`config.mk`:
```
export PLATFORM = sky130hd
export DESIGN_NAME = exc_detect_pipe
export DESIGN_NICKNAME = d
export VERILOG_FILES = /design/src/rtl/exc_detect_pipe.sv
export SDC_FILE = /design/constraint.sdc
export NUM_CORES = 1
export LEC_CHECK = 0
export ABC_CLOCK_PERIOD_IN_PS = 1300
export CORE_UTILIZATION = 43
export CTS_CLUSTER_DIAMETER = 60
export DETAILED_ROUTE_END_ITERATION = 16
export PLACE_DENSITY = 0.7
export RECOVER_POWER = 50
export SLEW_MARGIN = 20
export SYNTH_ARGS = -nofsm -noshare
export SYNTH_HDL_FRONTEND = slang
export SYNTH_SLANG_ARGS = --single-unit
```
`constraint.sdc`:
```
create_clock -name clk -period 1.3 [get_ports clk]
set_input_delay 0.195 -clock clk [delete_from_list [all_inputs] [get_ports clk]]
set_output_delay 0.195 -clock clk [all_outputs]
set_load 0.05 [all_outputs]
```
`src/rtl/exc_detect_pipe.sv`:
```
// exc_detect_pipe
//   Producer side of the CP0 exception interface. Detects exceptions in
//   IF (fetch address error), ID (RI/SYSCALL/BREAK) and EX (overflow, data
//   address error), and carries code, bad address, PC, delay-slot flag and
//   ERET marker through the ID/EX/MEM stage registers. The earliest
//   exception of an instruction wins, so MEM presents at most one code.
//
// Ports
//   clk, resetn        clock, synchronous active-low reset
//   flush              CP0 pipeline clear; kills ID/EX/MEM at the next edge
//   if_valid/pc/bd     fetch-stage instruction
//   if_allowin         ID accepts from IF this cycle (forced 1 during flush)
//   id_ri/sys/bp/eret  ID decode flags for the instruction leaving ID
//   id_ready_go        ID has no hazard stall
//   ex_ready_go        EX has finished (e.g. divider)
//   ex_ov/ld/st/size/addr  EX overflow and memory access description
//   ex_mem_kill        suppress the data-memory request this cycle
//   mem_allowin        commit stage accepts from MEM
//   id/ex/mem_valid    stage valid bits
//   mem_exc/exc_code/badvaddr/bd/eret/pc  MEM payload, qualified by mem_valid
module exc_detect_pipe #(
  parameter logic [31:0] RESET_PC = 32'hBFC00000
) (
  input  logic        clk,
  input  logic        resetn,
  input  logic        flush,
  input  logic        if_valid,
  input  logic [31:0] if_pc,
  input  logic        if_bd,
  output logic        if_allowin,
  input  logic        id_ri,
  input  logic        id_sys,
  input  logic        id_bp,
  input  logic        id_eret,
  input  logic        id_ready_go,
  input  logic        ex_ready_go,
  input  logic        ex_ov,
  input  logic        ex_ld,
  input  logic        ex_st,
  input  logic [1:0]  ex_size,
  input  logic [31:0] ex_addr,
  output logic        ex_mem_kill,
  input  logic        mem_allowin,
  output logic        id_valid,
  output logic        ex_valid,
  output logic        mem_valid,
  output logic        mem_exc,
  output logic [4:0]  mem_exc_code,
  output logic [31:0] mem_badvaddr,
  output logic        mem_bd,
  output logic        mem_eret,
  output logic [31:0] mem_pc
);

  localparam logic [4:0] EXC_ADEL = 5'h04;
  localparam logic [4:0] EXC_ADES = 5'h05;
  localparam logic [4:0] EXC_SYS  = 5'h08;
  localparam logic [4:0] EXC_BP   = 5'h09;
  localparam logic [4:0] EXC_RI   = 5'h0a;
  localparam logic [4:0] EXC_OV   = 5'h0c;

  // stage registers
  logic        r_id_valid, r_id_bd, r_id_exc;
  logic [4:0]  r_id_code;
  logic [31:0] r_id_pc, r_id_bva;
  logic        r_ex_valid, r_ex_bd, r_ex_exc, r_ex_eret;
  logic [4:0]  r_ex_code;
  logic [31:0] r_ex_pc, r_ex_bva;
  logic        r_mem_valid, r_mem_bd, r_mem_exc, r_mem_eret;
  logic [4:0]  r_mem_code;
  logic [31:0] r_mem_pc, r_mem_bva;

  // handshake
  logic w_mem_allowin, w_ex_allowin, w_id_allowin;
  logic w_id_to_ex, w_ex_to_mem;

  assign w_mem_allowin = !r_mem_valid | mem_allowin;
  assign w_ex_allowin  = !r_ex_valid  | (ex_ready_go & w_mem_allowin);
  assign w_id_allowin  = !r_id_valid  | (id_ready_go & w_ex_allowin);
  assign w_id_to_ex    = r_id_valid & id_ready_go;
  assign w_ex_to_mem   = r_ex_valid & ex_ready_go;
  assign if_allowin    = w_id_allowin | flush;

  // IF detection: fetch address must be word aligned
  logic w_if_exc;
  assign w_if_exc = |if_pc[1:0];

  // ID detection; a carried IF exception keeps its code and address
  logic       w_id_det, w_id_exc, w_id_eret;
  logic [4:0] w_id_det_code, w_id_code;
  assign w_id_det      = id_ri | id_sys | id_bp;
  assign w_id_det_code = id_ri ? EXC_RI : (id_sys ? EXC_SYS : EXC_BP);
  assign w_id_exc      = r_id_exc | w_id_det;
  assign w_id_code     = r_id_exc ? r_id_code : w_id_det_code;
  // an instruction that already faults never behaves as ERET
  assign w_id_eret     = id_eret & !w_id_exc;

  // EX detection: overflow beats data address error
  logic        w_ex_mis, w_ex_ade, w_ex_det, w_ex_exc, w_ex_eret;
  logic [4:0]  w_ex_det_code, w_ex_code;
  logic [31:0] w_ex_bva;
  always_comb begin
    w_ex_mis = 1'b0;
    case (ex_size)
      2'd0:    w_ex_mis = 1'b0;
      2'd1:    w_ex_mis = ex_addr[0];
      default: w_ex_mis = |ex_addr[1:0];
    endcase
  end
  assign w_ex_ade      = (ex_ld | ex_st) & w_ex_mis;
  assign w_ex_det      = ex_ov | w_ex_ade;
  assign w_ex_det_code = ex_ov ? EXC_OV : (ex_ld ? EXC_ADEL : EXC_ADES);
  assign w_ex_exc      = r_ex_exc | w_ex_det;
  assign w_ex_code     = r_ex_exc ? r_ex_code : w_ex_det_code;
  // overflow has no faulting address, so the carried value passes through
  assign w_ex_bva      = (r_ex_exc | ex_ov) ? r_ex_bva : ex_addr;
  assign w_ex_eret     = r_ex_eret & !w_ex_det;

  // kill the data access of a faulting/ERET instruction in EX, and of any
  // younger access while such an instruction sits in MEM
  assign ex_mem_kill = (r_ex_valid & (r_ex_exc | w_ex_det | r_ex_eret)) |
                       (r_mem_valid & (r_mem_exc | r_mem_eret));

  always_ff @(posedge clk) begin
    if (!resetn) begin
      r_id_valid  <= 1'b0;  r_id_bd  <= 1'b0;  r_id_exc  <= 1'b0;
      r_id_code   <= '0;    r_id_pc  <= RESET_PC; r_id_bva <= '0;
      r_ex_valid  <= 1'b0;  r_ex_bd  <= 1'b0;  r_ex_exc  <= 1'b0;
      r_ex_eret   <= 1'b0;  r_ex_code <= '0;   r_ex_pc   <= RESET_PC;
      r_ex_bva    <= '0;
      r_mem_valid <= 1'b0;  r_mem_bd <= 1'b0;  r_mem_exc <= 1'b0;
      r_mem_eret  <= 1'b0;  r_mem_code <= '0;  r_mem_pc  <= RESET_PC;
      r_mem_bva   <= '0;
    end else if (flush) begin
      r_id_valid  <= 1'b0;
      r_id_exc    <= 1'b0;
      r_ex_valid  <= 1'b0;
      r_ex_exc    <= 1'b0;
      r_ex_eret   <= 1'b0;
      r_mem_valid <= 1'b0;
      r_mem_exc   <= 1'b0;
      r_mem_eret  <= 1'b0;
    end else begin
      if (w_id_allowin) begin
        r_id_valid <= if_valid;
        if (if_valid) begin
          r_id_pc   <= if_pc;
          r_id_bd   <= if_bd;
          r_id_exc  <= w_if_exc;
          r_id_code <= w_if_exc ? EXC_ADEL : 5'h00;
          r_id_bva  <= w_if_exc ? if_pc : 32'h0;
        end
      end
      if (w_ex_allowin) begin
        r_ex_valid <= w_id_to_ex;
        if (w_id_to_ex) begin
          r_ex_pc   <= r_id_pc;
          r_ex_bd   <= r_id_bd;
          r_ex_exc  <= w_id_exc;
          r_ex_code <= w_id_code;
          r_ex_bva  <= r_id_bva;
          r_ex_eret <= w_id_eret;
        end
      end
      if (w_mem_allowin) begin
        r_mem_valid <= w_ex_to_mem;
        if (w_ex_to_mem) begin
          r_mem_pc   <= r_ex_pc;
          r_mem_bd   <= r_ex_bd;
          r_mem_exc  <= w_ex_exc;
          r_mem_code <= w_ex_code;
          r_mem_bva  <= w_ex_bva;
          r_mem_eret <= w_ex_eret;
        end
      end
    end
  end

  assign id_valid     = r_id_valid;
  assign ex_valid     = r_ex_valid;
  assign mem_valid    = r_mem_valid;
  assign mem_exc      = r_mem_exc;
  assign mem_exc_code = r_mem_code;
  assign mem_badvaddr = r_mem_bva;
  assign mem_bd       = r_mem_bd;
  assign mem_eret     = r_mem_eret;
  assign mem_pc       = r_mem_pc;

endmodule
```
==> metrics list, run 1 <==
- Row count: 50
- Of the total synthesized cell area, the portion taken by XOR and XNOR cells is 0%.
- Antenna violations before repair: 3
- FF-to-FF Start: mem_valid
- 1st-pass router iterations: 7
* Maximum fanout encountered on the critical timing path: 8
* Max Clock Freq: 563 MHz
- DRC marker count from the first detailed-route iteration: 429
* Required arrival time at the worst endpoint: 1690 ps
* Mapped cell area: 0.00844 sq mm
* Pre-CTS setup slack: -648 ps
- For the worst flop-to-flop path, the logic depth is 9.
- Weighted congestion at the end of routability-driven global placement: 0.839
- Routed length per placed instance: 19.2 um
* Final setup violation count: ~220
- Clock transition at path regs: 70 ps
* Wire length after detailed routing: about 27000 um
* Pin count of the biggest net entering global routing: 60
* Result of the run: finished, violations left
* Clock Path Buffers: 3
- Sequential cell area fraction in the yosys report: 50.3%
- Final routed DRC violation total: 0
- The root buffer cell chosen for the clock tree is sky130_fd_sc_hd__clkbuf_16.
- Dominant combinational cell family by area after synthesis: simple AND/OR/NAND/NOR gates
- The worst setup path is launched from a register.
- Adder-cell share of the synthesized area: 0%
- After synthesis, the mean cell area works out to 9.20 sq um.
* Power consumption: between 10 and 15 mW
* Total overflow reported by the global router: 0
- The min-delay analysis places its worst path in the category in -> reg.
* Finished Core Util: 72.4%
- The final layout contains 1226 nets.
- The first global-routing pass estimated between 30000 and 40000 um of wire.
- CTS tree: done
- After clock tree synthesis, the flow added hold-fix buffers numbering 0.
- Worst slack on hold paths: roughly 40 ps
- The synthesized design contains 0 enable-type register cells.
- The checks that failed: negative setup slack.
- Clock period minus final worst setup slack: around 1800 ps
- Number of placed instances with taps included: 1323
- Setup crit start: mem_valid
- Buffers placed on the I/O ports in this run total 156.
- Setup TNS: -64520 ps
* Synth Area in Compound Gates: 13.1%
* Setup clock skew after layout: 16.1 ps
- The portion of synthesized area spent on multiplexers is 13.5%.
- Later-pin clock latency in the skew report: 510 ps
* Die ar.: 0.0202 sq mm
- Number of global-route vias before repair: ~7600
- CTS H-tree lvls: 1
- Chip Width: ~140 um
* Num ports: 158
- In the global route stage, overall resource usage came out at 25.2%.
- Once layout is done, the placed cells without fillers occupy between 0.01 and 0.015 sq mm.
- Worst Setup Path Type: reg -> reg
* Area of placed instances: ~0.011 sq mm
- Once detailed placement completed, the half-perimeter wirelength came to 14600 um.
- Fin worst setup slack: -475 ps
* Die Span Y: 142 um
- Synthesis produced a netlist with a net count of 999.
- Leading cell types by total area after synthesis: sky130_fd_sc_hd__dfxtp_1 (50%), sky130_fd_sc_hd__mux2i_1 (14%), sky130_fd_sc_hd__nand2_1 (12%)
- Cells with a size suffix above 1 make up 32.4% of the layout.
- Of all cell types, the one taking the most synthesized area is sky130_fd_sc_hd__dfxtp_1.
- Yosys printed 0 warnings.
- The number of hold violations in the final report was 0.
- Compared with the post-synthesis result, the final layout area differs by 62.6%.
* Worst reg-to-reg setup slack: -480 ps
- The max-slew violation total from the final report came to 0.
- For this design the ratio of total power to cell area is 1040 mW/mm^2.
- Total clock buffers created by CTS: 23
- Distinct cell type count of the synthesized netlist: 41
- CP endpoint kind: register
- Of all flip-flops after synthesis, the portion carrying an async set or reset was 0%.
* Setup repair after global routing missed its margin: true
- Final standard cell count with taps included and fillers excluded: 1423
- In this run the critical register-to-register path is captured at mem_badvaddr[1].
- Detail Route Antenna Nets: 0
- Launch point of the worst hold path: resetn
- The worst-case IR drop observed on VDD is 1050 uV.
- Number of vias per cell after detailed routing: 5.42
* Initial Utilization: 44.5%
- The synthesized design contains between 200 and 250 register bits.
- Critical path destination: mem_badvaddr[1]
- Top_reg_cell synth: sky130_fd_sc_hd__dfxtp_1
- The final route contains approximately 7700 vias.
- Leakage power total: ~6 nW
- Of the total synthesized cell area, the portion taken by AND, OR, NAND and NOR gates is about 18%.
- After synthesis, the largest area contributor takes up 50.3% of total cell area.
- Across the run, the number of max-cap violations was 0.
* Total core area: roughly 0.019 sq mm
- Post-synthesis cell count: 918
* CP arrival: roughly 2200 ps
- Final Cycle Share: 137%
* Clock sink total: about 210
-- where the power goes --
part	switching (mW)	total [mW]	internal, mW	leakage [nW]
clock	2.65	6.31	3.66	0.372
sequential	0.0541	6.67	6.61	1.72
combinational	0.658	1.33	0.669	3.98
total	3.36	14.3	10.9	6.07
-- flip-flops by register name (all words and copies together), names as in the netlist, 4 cells and up --
signal / flops
mem_badvaddr: 32
mem_exc_code: 4
mem_pc: 32
r_ex_bva: 32
r_ex_code: 4
r_ex_pc: 32
r_id_bva: 32
r_id_pc: 32
-- layout by cell type, fill, tap and decap left out, types with 9 or more instances in the layout --
| cell type | instances |
|---|---|
| sky130_fd_sc_hd__buf_4 | 57 |
| sky130_fd_sc_hd__buf_12 | 77 |
| sky130_fd_sc_hd__mux2i_1 | 111 |
| sky130_fd_sc_hd__nand2_2 | 22 |
| sky130_fd_sc_hd__buf_6 | 15 |
| sky130_fd_sc_hd__clkdlybuf4s50_1 | 78 |
| sky130_fd_sc_hd__dfxtp_1 | 203 |
| sky130_fd_sc_hd__nand2_4 | 23 |
| sky130_fd_sc_hd__o211a_1 | 35 |
| sky130_fd_sc_hd__nand3_1 | 16 |
| sky130_fd_sc_hd__o21ai_0 | 34 |
| sky130_fd_sc_hd__clkbuf_4 | 14 |
| sky130_fd_sc_hd__inv_1 | 21 |
| sky130_fd_sc_hd__nand2_1 | 225 |
| sky130_fd_sc_hd__clkbuf_16 | 30 |
| sky130_fd_sc_hd__o211ai_1 | 11 |
| sky130_fd_sc_hd__buf_16 | 19 |
| sky130_fd_sc_hd__o211ai_2 | 9 |
| sky130_fd_sc_hd__nand3_2 | 28 |
| sky130_fd_sc_hd__a21boi_1 | 19 |
-- timing repair --
action                                  in CTS  in global routing
endpoints found under the setup margin     211                219
resized for setup                           73                139
pin swaps                                   19                 52
buffers inserted                            20                 13
cloned                                      24                  7
-- cells by family after synthesis --
| group | Yosys count |
|---|---|
| DFF | 212 |
| muxes | 114 |
| and+or+nand+nor | 351 |
| buffers and inverters | 96 |
| other | 1 |
| AOI/OAI and AO/OA | 144 |
-- worst max-delay path, stage by stage (launching register included) --
cell                      delay [ps]
sky130_fd_sc_hd__dfxtp_4         340
sky130_fd_sc_hd__and2b_4         170
sky130_fd_sc_hd__buf_6           130
sky130_fd_sc_hd__buf_12          120
sky130_fd_sc_hd__nor3_4          230
sky130_fd_sc_hd__buf_6           190
sky130_fd_sc_hd__buf_12          130
sky130_fd_sc_hd__buf_16          140
sky130_fd_sc_hd__nand3_4          60
sky130_fd_sc_hd__o211a_1         140
-- worst min-delay path by stage --
| stage | to | slack (ps) | cells past startpoint |
|---|---|---|---|
| 2_1_floorplan | r_id_bva[2] | 330 | 2 |
| 3_3_place_gp | mem_pc[15] | 440 | 2 |
| 3_5_place_dp | mem_pc[7] | 440 | 2 |
| 4_1_cts | mem_exc_code[2] | 20 | 2 |
| 5_1_grt | mem_exc_code[2] | 30 | 2 |
| 6_report | mem_exc_code[2] | 40 | 2 |
-- synth_stat cells (all sizes together), types with 8 or more instances --
library cell and count:
a31oi 9, o211ai 20, nor4b 8, nand2 270, buf 33, a21boi 27, a21oi 9, dfxtp 212
clkbuf 42, nand3 45, o211a 36, inv 21, o21ai 39, mux2i 114
-- final cells by class --
type                       count  area [sq um]
fill                        1346          5230
multi-input combinational    610          4430
sequential                   212          4260
timing repair buffer         277          3880
clock buffer                  32           679
tap                          260           325
inverter                      21          78.8
clock inverter                10          60.1
antenna                        1          2.50
-- layer usage --
layer | wire, um | vias to the layer above | global-route usage, %
met5 | 24 | - | 0
met4 | 746 | 4 | 7.47
met3 | 1570 | 65 | 5.11
met2 | 13600 | 249 | 44.4
met1 | 11300 | 3799 | 30.9
li1 | - | 3600 | -
Note: power is estimated with default switching activity, not from simulation.
==> run 2: changes to the inputs <==
--- a/config.mk
+++ b/config.mk
@@ -6,6 +6,7 @@
 export NUM_CORES = 1
 export LEC_CHECK = 0
 export ABC_CLOCK_PERIOD_IN_PS = 1300
+export CAP_MARGIN = 15
 export CORE_UTILIZATION = 43
 export CTS_CLUSTER_DIAMETER = 60
 export DETAILED_ROUTE_END_ITERATION = 16
==> results of run 2 <==
No change in the layout: final DEF, timing and power equal those of run 1.
